===== src/rtl/gray_pkg.sv =====
// Shared definitions for the gray image memory and its read-port arbiter.
package gray_pkg;

  localparam int IMG_W       = 128;
  localparam int IMG_H       = 128;
  localparam int GRAY_ADDR_W = 14;
  localparam int GRAY_DATA_W = 8;

  typedef enum logic [1:0] {
    IDLE = 2'd0,
    OWN0 = 2'd1,
    OWN1 = 2'd2
  } arb_state_t;

endpackage


===== src/rtl/gray_mem_arbiter.sv =====
// Round-robin arbiter sharing the gray memory read port between two requesters.
// A bounded burst lock lets the current owner finish a short column fetch
// before the waiting requester takes over.
// Optional grant counters are enabled by defining GRAY_ARB_PERF_EN.
//
// state | meaning
// ------+---------------------------------------------------------
// IDLE  | no owner; next eligible requester wins (not-last first)
// OWN0  | requester 0 owns the port; burst_cnt counts its grants
// OWN1  | requester 1 owns the port; burst_cnt counts its grants
module gray_mem_arbiter
  import gray_pkg::*;
#(
  parameter int ADDR_W = GRAY_ADDR_W,
  parameter int DATA_W = GRAY_DATA_W,
  parameter int BURST  = 3,
  parameter int CNT_W  = 16
) (
  input  logic              clk,
  input  logic              reset,
  input  logic              gray_ready,
  input  logic              req0,
  input  logic              req1,
  input  logic [ADDR_W-1:0] addr0,
  input  logic [ADDR_W-1:0] addr1,
  output logic              gnt0,
  output logic              gnt1,
  output logic              rvalid0,
  output logic              rvalid1,
  output logic [DATA_W-1:0] rdata,
  output logic [ADDR_W-1:0] mem_addr,
  output logic              mem_en,
  input  logic [DATA_W-1:0] mem_data,
  output logic              busy
`ifdef GRAY_ARB_PERF_EN
  ,
  input  logic              perf_clr,
  output logic [CNT_W-1:0]  gnt_cnt0,
  output logic [CNT_W-1:0]  gnt_cnt1
`endif
);

  localparam logic [2:0] BURST_L = 3'(BURST);

  arb_state_t state_q, state_d;
  logic [2:0] cnt_q, cnt_d;
  logic       last_q;
  logic       elig0, elig1;

  assign elig0 = gray_ready & req0;
  assign elig1 = gray_ready & req1;

  // Next-state and grant decode; a stalled memory leaves state and count untouched.
  always_comb begin
    gnt0    = 1'b0;
    gnt1    = 1'b0;
    state_d = state_q;
    cnt_d   = cnt_q;
    case (state_q)
      IDLE: begin
        if (elig0 && (!elig1 || last_q)) begin
          gnt0    = 1'b1;
          state_d = OWN0;
          cnt_d   = 3'd1;
        end else if (elig1) begin
          gnt1    = 1'b1;
          state_d = OWN1;
          cnt_d   = 3'd1;
        end
      end
      OWN0: begin
        if (elig0 && ((cnt_q < BURST_L) || !req1)) begin
          gnt0 = 1'b1;
          if (cnt_q < BURST_L) cnt_d = cnt_q + 3'd1;
        end else if (elig1) begin
          gnt1    = 1'b1;
          state_d = OWN1;
          cnt_d   = 3'd1;
        end else if (gray_ready) begin
          state_d = IDLE;
          cnt_d   = 3'd0;
        end
      end
      OWN1: begin
        if (elig1 && ((cnt_q < BURST_L) || !req0)) begin
          gnt1 = 1'b1;
          if (cnt_q < BURST_L) cnt_d = cnt_q + 3'd1;
        end else if (elig0) begin
          gnt0    = 1'b1;
          state_d = OWN0;
          cnt_d   = 3'd1;
        end else if (gray_ready) begin
          state_d = IDLE;
          cnt_d   = 3'd0;
        end
      end
      default: begin
        state_d = IDLE;
        cnt_d   = 3'd0;
      end
    endcase
  end

  // State, burst count, last owner and busy flag.
  always_ff @(posedge clk or negedge reset) begin
    if (!reset) begin
      state_q <= IDLE;
      cnt_q   <= 3'd0;
      last_q  <= 1'b1;
      busy    <= 1'b0;
    end else begin
      state_q <= state_d;
      cnt_q   <= cnt_d;
      busy    <= (state_d != IDLE);
      if (gnt0)      last_q <= 1'b0;
      else if (gnt1) last_q <= 1'b1;
    end
  end

  // Response strobes follow the grant by one cycle, matching memory latency.
  always_ff @(posedge clk or negedge reset) begin
    if (!reset) begin
      rvalid0 <= 1'b0;
      rvalid1 <= 1'b0;
    end else begin
      rvalid0 <= gnt0;
      rvalid1 <= gnt1;
    end
  end

  assign mem_addr = gnt1 ? addr1 : addr0;
  assign mem_en   = gnt0 | gnt1;
  assign rdata    = mem_data;

`ifdef GRAY_ARB_PERF_EN
  // Grant counters; clear wins over a same-cycle increment.
  always_ff @(posedge clk or negedge reset) begin
    if (!reset) begin
      gnt_cnt0 <= '0;
      gnt_cnt1 <= '0;
    end else if (perf_clr) begin
      gnt_cnt0 <= '0;
      gnt_cnt1 <= '0;
    end else begin
      if (gnt0) gnt_cnt0 <= gnt_cnt0 + 1'b1;
      if (gnt1) gnt_cnt1 <= gnt_cnt1 + 1'b1;
    end
  end
`endif

endmodule

===== config.mk =====
export PLATFORM = sky130hd
export DESIGN_NAME = gray_mem_arbiter
export DESIGN_NICKNAME = d
export VERILOG_FILES = /design/src/rtl/gray_pkg.sv /design/src/rtl/gray_mem_arbiter.sv
export SDC_FILE = /design/constraint.sdc
export NUM_CORES = 1
export LEC_CHECK = 0
export ABC_AREA = 1
export BUFFER_PORTS_ARGS = -buffer_cell sky130_fd_sc_hd__clkbuf_2
export CORE_MARGIN = 2
export CORE_UTILIZATION = 36
export DETAILED_ROUTE_END_ITERATION = 16
export PLACE_DENSITY = 0.85
export REMOVE_ABC_BUFFERS = 1
export SLEW_MARGIN = 20
export SYNTH_ARGS = -nofsm -noshare
export SYNTH_HDL_FRONTEND = slang
export SYNTH_SLANG_ARGS = --single-unit

===== constraint.sdc =====
create_clock -name clk -period 1.4 [get_ports clk]
set_input_delay 0.21 -clock clk [delete_from_list [all_inputs] [get_ports clk]]
set_output_delay 0.21 -clock clk [all_outputs]
set_load 0.01 [all_outputs]

# Word-level counts from Yosys, hierarchy flattened
# Index checks and enable logic that the tools add are counted.
op_classes:
  addsub: 1
  n_lt_le_gt_ge: 1
  n_eq_ne: 3
  n_mux: 30
  bitwise: 3
  n_reduce_logical: 12
op_table:
  columns: ["op", "n"]
  rows:
  - ["3-bit two-way mux", 8]
  - ["14-bit two-way mux", 1]
  - ["2-bit two-way mux", 7]
  - ["1-bit two-way mux", 10]
  - ["3-bit case mux with 3 select lines", 1]
  - ["1-bit case mux with 3 select lines", 2]
  - ["2-bit case mux with 3 select lines", 1]
  - ["2-bit nonzero test", 2]
  - ["3-bit by 1-bit adder with 3-bit output (second input constant)", 1]
  - ["1-bit logical AND", 3]
  - ["1-bit logical NOT", 3]
  - ["1-bit logical OR", 3]
  - ["3-bit by 2-bit < comparator with 1-bit output (second input constant)", 1]
  - ["3-bit != test (second input constant)", 1]
  - ["1-bit AND", 2]
  - ["2-bit by 1-bit equality test with 1-bit output (second input constant)", 1]
  - ["2-bit equality test (second input constant)", 1]
  - ["2-bit logical NOT", 1]
  - ["1-bit OR", 1]
totals:
  register_bits: 9
  inputBits: 41
  out_inout_bits: 28
  wordCells: 56

# Logic depth before layout (Yosys ltp)
# Gate-level depths: netlist of run 1.
logic_depth:
  word_depth: 8
  depth_mapped: 11
  ltp_nobuf: 9

# Worst setup path before layout of run 1
# Ideal clock, no wire load.
synth_path:
  path_kind: "register to output"
  startpoint: "register last_q"
  endpoint: "output mem_addr[10]"
  arrival_time_ns: 1.227
  slack_ns: -0.037
  path_stages_with_launch: 10
  n_path_buf: 1
  cell_sequence: "dfstp_2 > inv_1 > nand2_1 > nand2_1 > nand3_2 > nand2_2 > inv_4 > buf_2 > nand3_1 > nand2_1"
synth_between:
  elab_chain_cells: 5
synth_lines:
  columns: ["element", "line", "text"]
  rows:
  - ["start: declaration", "gray_mem_arbiter.sv:47", "logic last_q;"]
  - ["start signal: assignment", "gray_mem_arbiter.sv:109", "last_q <= 1'b1;"]
  - ["start signal: assignment", "gray_mem_arbiter.sv:115", "if (gnt0) last_q <= 1'b0;"]
  - ["start signal: assignment", "gray_mem_arbiter.sv:116", "else if (gnt1) last_q <= 1'b1;"]
  - ["1-bit logical OR", "gray_mem_arbiter.sv:61", "if (elig0 && (!elig1 || last_q)) begin"]
  - ["1-bit logical AND", "gray_mem_arbiter.sv:61", null]
  - ["1-bit two-way mux", "gray_mem_arbiter.sv:61", null]
  - ["1-bit case mux with 3 select lines", "gray_mem_arbiter.sv:59", "case (state_q)"]
  - ["14-bit two-way mux", "gray_mem_arbiter.sv:131", "assign mem_addr = gnt1 ? addr1 : addr0;"]
  - ["end: declaration", "gray_mem_arbiter.sv:31", "output logic [ADDR_W-1:0] mem_addr,"]
# Every way passes these cells.

# Final worst setup path of run 1
layout_path:
  startpoint: "register state_q[0]"
  endpoint: "output mem_addr[10]"
layout_between:
  elab_chain_cells: 3
  word_cells_on_any_way: 5
  classes_between: "eq/ne: 2; mux: 2; reduce/logical: 1"
layout_lines:
  columns: ["element", "line", "text"]
  rows:
  - ["start: declaration", "gray_mem_arbiter.sv:45", "arb_state_t state_q, state_d;"]
  - ["start signal: assignment", "gray_mem_arbiter.sv:112", "state_q <= state_d;"]
  - ["2-bit equality test, or another cell as far along", "gray_mem_arbiter.sv:59", null]
  - ["1-bit case mux with 3 select lines *", "gray_mem_arbiter.sv:59", null]
  - ["14-bit two-way mux *", "gray_mem_arbiter.sv:131", null]
# Every way passes the cells marked *; elsewhere a longest branch is shown, timed or not.

==> run metrics, run 1 <==
Pleak=0.960 nW; WS Path Type=register to output pin; switch share=45.2%; worst path bufs/invs=2; total grt overflow=0; Worst Hold Class=input pin to async pin; max-slew violations=0; top cell type's share of synthesized area=21.5%; RSZ-0062 raised after global routing=true; fmax=0.557 GHz; sequential power share=17.6%; Final #Nets=265; worst setup slack after layout=-0.395 ns; worst reg2reg startpoint=last_q; main combinational cell family by area after synthesis=simple AND/OR/NAND/NOR gates; Synth area leader=dfrtp_1; Compound-Gate Fraction of Synth Area=3.89%; antenna fix cells=0; Pwr Density=1600 nW/um^2; synth top area cells=dfrtp_1 (21%), nand2_1 (17%), nand3_1 (13%), nand2_2 (10%), buf_4 (6.4%); largest stage delay on the critical path=0.46 ns; root buf cell=clkbuf_4; post-synth cell types=22; gpl congestion=0.864; final WL=2940 microns; status=complete, but fails checks; final hold vios=0; die area=3010 sq um; clock transition at the registers of the reported paths=0.07 ns; startpoint types=register; CP startpoint=state_q[0]; combinational share of power=74.7%; final core occ=66.0%; Routed Antenna Nets=0; first-pass GRT wire length=4170 microns; Post-Syn Instances=144; Worst path slowest cell=dfrtp_2; wire per inst=11.6 microns; CP delay by family, top=simple AND/OR/NAND/NOR gates; crit path cell chain=nor2_2 > nand3_2 > nand2_4 > clkinv_8 > nand2_4 > nand2_2 > nand2_1 > clkbuf_2; die height=54.9 microns; Cell Area, Synth=932 sq um; CTS tree=yes; htree depth=1; ys flop type=dfrtp_1; CTS buffer count=3; Pint=1.42 mW; XOR/XNOR share of the synthesized area=0%; Avg Inst Size Synth=6.47 sq um; CP most frequent cell=nand2_4; Post-synth ARST share=100%; Core Region=2450 sq um; Initial DRT Pass Iterations=4; # DRC=0; Seq/Total Area, Yosys=24.3%; YS warnings=0; critical path endpoint category=output pin; clock latency on the worst-skew pair=0.26 ns; GRT Util Overall=18.7%; proportion of layout cells with a drive suffix above 1=62.2%; Crit path arrival time=1.58 ns; Site Rows=18; Post-Synth Simple-Gate Area=52.8%; Post-DP HPWL=1920 microns; CTS Buffer Depth=2; clock sinks=9; fin area=1620 sq um; fin crit period=1.79 ns; Yosys reg bits=9; I/O pin count=69; Switching Power=1.17 mW; worst slew pin tran=0.229 ns; CP required=1.19 ns; Iter 0 DRT Violations=15; routed vias=1215; Worst Clk Skew=0.00761 ns; clock network power share=7.7%; starting density of the core=38.0%; setup violators final=19; Placement Cell Area=1300 sq um; Peak VDD IR=1210 uV; max cap viols=0; Post-synth EDFFs=0; IO buf count=52; hold slack=0.333 ns; Post-Synth Adder-Cell Area=1.34%; cell with the most instances after synthesis=nand2_1; violated checks=setup timing; Slew HR=84.8%; largest net degree at the start of global routing=17; most frequent cells after synthesis=nand2_1 (43), nand3_1 (24), nand2_2 (15); initial antenna violation count=0; Die Wd=54.9 microns; drt via density=4.82; Layout area overhead=73.8%; vias in the first global route=1024; CP max FO=8; Final Cycle Share=128%; post-synthesis mux area share=0%
==> metrics by stage <==
step                cells  total power, mW  setup TNS (ns)  worst slack [ns]
finish                252             2.59           -6.39            -0.395
global route          252             2.81           -8.19            -0.496
CTS                   245             2.24           -6.15            -0.373
detailed placement    235             1.88           -1.92            -0.138
global placement      235             1.86           -1.26           -0.0915
floorplan             132             1.22           -1.03           -0.0856
==> cell usage in the layout (no fill, tap or decap) <==
master	netlist	routed
clkbuf_2	0	42
nand2_1	43	40
buf_4	8	26
nand2_2	15	16
nand3_1	24	13
nand3_2	2	11
inv_1	13	9
buf_2	2	9
dfrtp_1	8	7
nor2_1	10	6
nand2_4	3	5
inv_2	1	5
nand3_4	1	3
nor2_2	0	3
a21oi_1	4	3
clkbuf_4	0	3
buf_6	1	3
clkinv_2	1	2
o21ai_0	2	2
buf_12	1	2
nor2_4	0	1
clkinv_8	0	1
nand2_8	0	1
a21oi_2	0	1
a31oi_1	1	1
nand3b_1	1	1
ha_1	1	1
clkbuf_16	0	1
buf_16	0	1
dlygate4sd3_1	0	1
dfstp_2	1	1
dfrtp_2	0	1
==> final timing paths <==
check / cells past startpoint / slack (ns) / endpoint
max: 8 / -0.39 / mem_addr[10]
min: 2 / 0.33 / rvalid0
max reg2reg: 10 / -0.05 / busy
min reg2reg: 3 / 0.63 / cnt_q[2]
max in group asynchronous: 2 / 0.81 / last_q
min in group clk: 0 / 0.42 / rdata[0]
==> routing by layer <==
metal	GRT usage, %	up-vias	wire (microns)
li1	-	600	-
met1	23.0	544	1080
met2	31.3	67	1560
met3	7.38	4	260
met4	2.50	0	35
met5	0	-	0
==> power groups by stage <==
| stage | clock network [mW] | logic, mW | registers (mW) |
|---|---|---|---|
| final | 0.200 | 1.93 | 0.455 |
| after floorplan | 0 | 0.763 | 0.453 |
| after global placement | 0 | 1.43 | 0.429 |
| after detailed placement | 0 | 1.45 | 0.431 |
| after global routing | 0.226 | 2.12 | 0.467 |
| after CTS | 0.205 | 1.61 | 0.429 |
==> area by class of cell <==
type	count	area [sq um]
fill	205	835
multi-input combinational	108	667
timing repair buffer	85	587
sequential	9	228
inverter	16	73.8
tap	30	37.5
clock buffer	3	22.5
clock inverter	1	5.00
==> logic make-up after synthesis <==
group           after synthesis
fa+ha+maj                     1
simple gates                 99
buf+inv                      28
compound gates                7
flops                         9
==> timing repair <==
| item | CTS | global route |
|---|---|---|
| gates cloned | 1 | 2 |
| pin swaps | 17 | 16 |
| setup buffers | 4 | 6 |
| hold buffers | 1 | 0 |
| setup endpoints to repair | 19 | 22 |
| resized for setup | 11 | 40 |
| endpoints found under the hold margin | 8 | 0 |
==> flip-flops by register name, indices dropped and copies added (netlist names) <==
register,count
busy,1
cnt_q,3
last_q,1
rvalid0,1
rvalid1,1
state_q,2
No activity file was read; power rests on OpenSTA's default activity.
==> inputs of run 2 (changes only) <==
--- a/config.mk
+++ b/config.mk
@@ -7,6 +7,7 @@
 export LEC_CHECK = 0
 export ABC_AREA = 1
 export BUFFER_PORTS_ARGS = -buffer_cell sky130_fd_sc_hd__clkbuf_2
+export CORE_ASPECT_RATIO = 1.4
 export CORE_MARGIN = 2
 export CORE_UTILIZATION = 36
 export DETAILED_ROUTE_END_ITERATION = 16
==> run metrics, run 2 (same netlist as run 1, synthesis figures left out) <==
RR Endpoint=busy (unchanged); Placement Cell Area=1310 sq um (was 1300 sq um); WS Path Type=register to output pin (unchanged); met1 usage=19.8% (was 23.0%); I/O pin count=69 (unchanged); Iter 0 DRT Violations=44 (was 15); htree depth=1 (unchanged); Critical Path Stages=11 (was 8); Setup crit end=mem_addr[12] (was mem_addr[10]); CP startpoint=last_q (was state_q[0]); hold slack=0.328 ns (was 0.333 ns); setup violators final=20 (was 19); die area=3020 sq um (was 3010 sq um); R2R depth=12 (was 10); max cap viols=0 (unchanged); Worst Hold Class=input pin to async pin (unchanged); top flop regs=cnt_q x3, state_q x2 (unchanged); total grt overflow=0 (unchanged); Routed Antenna Nets=0 (unchanged); routed vias=1308 (was 1215); worst path bufs/invs=4 (was 2); critical path endpoint category=output pin (unchanged); combinational share of power=77.0% (was 74.7%); gpl congestion=0.833 (was 0.864); Placement Setup Slack=-0.156 ns (was -0.138 ns); final WL=3680 microns (was 2940 microns); CTS tree=yes (unchanged); startpoint types=register (unchanged); largest net degree at the start of global routing=18 (was 17); worst setup slack after layout=-0.495 ns (was -0.395 ns); sequential power share=15.9% (was 17.6%); CP required=1.19 ns (about the same); Worst path slowest cell=dfstp_2 (was dfrtp_2); CTS buffer count=3 (unchanged); Pint=1.59 mW (was 1.42 mW); crit path cell chain=inv_2 > nand2_2 > nand2_2 > nand3_2 > nand2_4 > inv_8 > nand2_8 > buf_4 > nand2_2 > nand2_1 > clkbuf_2 (was nor2_2 > nand3_2 > nand2_4 > clkinv_8 > nand2_4 > nand2_2 > nand2_1 > clkbuf_2); Die Wd=47.0 microns (was 54.9 microns); CP max FO=6 (was 8); Worst Clk Skew=0.00127 ns (was 0.00761 ns); final hold vios=0 (unchanged); Post-Layout Cell Count=263 (was 252); met2 Usage GRT=37.8% (was 31.3%); clock latency on the worst-skew pair=0.26 ns (about the same); CP delay by family, top=flip-flops (was simple AND/OR/NAND/NOR gates); first-pass GRT wire length=4620 microns (was 4170 microns); fin crit period=1.89 ns (was 1.79 ns); Site Rows=21 (was 18); GRT Util Overall=19.9% (was 18.7%); CP most frequent cell=nand2_2 (was nand2_4); RSZ-0062 raised after global routing=true (unchanged); Layout area overhead=83.2% (was 73.8%); wire per inst=14.0 microns (was 11.6 microns); clock transition at the registers of the reported paths=0.06 ns (was 0.07 ns); Final Cycle Share=135% (was 128%); Initial DRT Pass Iterations=4 (unchanged); vias in the first global route=1244 (was 1024); commonest non-fill, non-tap cell in the layout=clkbuf_2 (unchanged); clock network power share=7.1% (was 7.7%); busiest grt layer=met2 (unchanged); root buf cell=clkbuf_4 (unchanged); fmax=0.528 GHz (was 0.557 GHz); # DRC=0 (unchanged); Power, Total=2.92 mW (was 2.59 mW); Peak VDD IR=872 uV (was 1210 uV); fin area=1710 sq um (was 1620 sq um); initial antenna violation count=0 (unchanged); worst slew pin tran=0.217 ns (was 0.229 ns); Pwr Density=1710 nW/um^2 (was 1600 nW/um^2); commonest non-fill, non-tap cells in the layout=clkbuf_2 (46), nand2_1 (37), buf_4 (30) (was clkbuf_2 (42), nand2_1 (40), buf_4 (26)); violated checks=setup timing (unchanged); Post-DP HPWL=2030 microns (was 1920 microns); Placed Cells=242 (was 235); status=complete, but fails checks (unchanged); switch share=45.7% (was 45.2%); starting density of the core=38.6% (was 38.0%); max reg flops=3 (unchanged); Core Region=2420 sq um (was 2450 sq um); register-to-register setup slack=-0.28 ns (was -0.05 ns); largest stage delay on the critical path=0.53 ns (was 0.46 ns); antenna fix cells=0 (unchanged); drt via density=4.97 (was 4.82); Crit path arrival time=1.68 ns (was 1.58 ns); Slew HR=85.6% (was 84.8%); proportion of layout cells with a drive suffix above 1=64.2% (was 62.2%); met3 Usage GRT=6.21% (was 7.38%); Final #Nets=272 (was 265); max-slew violations=0 (unchanged); die height=64.2 microns (was 54.9 microns); CTS Buffer Depth=2 (unchanged); Switching Power=1.33 mW (was 1.17 mW); Pleak=0.984 nW (was 0.960 nW); IO buf count=52 (unchanged); clock sinks=9 (unchanged); worst reg2reg startpoint=last_q (unchanged); Biggest register=cnt_q (unchanged)
run 2: cell types whose count changed in the layout (fill, tap and decap cells not counted), sizes merged:
cell	change
buf	+5
clkbuf	+4
clkinv	-2
inv	+1
nand2	-1
run 2: area by class of cell:
cell class / instances / area [sq um]
fill: 173 / 709
multi-input combinational: 107 / 689
timing repair buffer: 93 / 652
sequential: 9 / 229
inverter: 16 / 68.8
tap: 34 / 42.5
clock buffer: 4 / 26.3
run 2: metrics by stage:
step           util, %  TNS [ns]
2_1_floorplan        -     -1.03
3_3_place_gp      54.3     -2.16
3_5_place_dp      54.3     -2.34
4_1_cts           61.3     -5.69
5_1_grt           70.7     -9.42
6_report          70.7     -8.28
run 2: how the worst min path moves through the flow:
| stage | startpoint | endpoint | slack, ns |
|---|---|---|---|
| global placement | reset | cnt_q[2] | 0.07 |
| detailed placement | reset | cnt_q[2] | 0.07 |
| floorplan | reset | busy | -0.09 |
| global route | reset | cnt_q[2] | 0.35 |
| CTS | reset | busy | 0.34 |
| finish | reset | cnt_q[0] | 0.33 |
run 2: power groups by stage:
stage,Clock (mW),Sequential [mW],Combinational (mW)
6_report,0.207,0.463,2.25
5_1_grt,0.223,0.472,2.41
4_1_cts,0.195,0.442,1.66
3_5_place_dp,0,0.432,1.45
3_3_place_gp,0,0.426,1.43
2_1_floorplan,0,0.453,0.763
run 2: repair_timing:
action / CTS / global route
resized for setup: 27 / 36
endpoints found under the setup margin: 19 / 20
endpoints found under the hold margin: 8 / 0
pin swaps: 13 / 10
cloned: 1 / 0
buffers inserted: 4 / 12
hold buffers: 1 / 0
run 2: per-layer routing:
| metal | wire length (microns) | vias to the layer above |
|---|---|---|
| met2 | 2020 | 78 |
| met5 | 0 | - |
| met4 | 155 | 0 |
| met3 | 281 | 13 |
| li1 | - | 616 |
| met1 | 1220 | 601 |
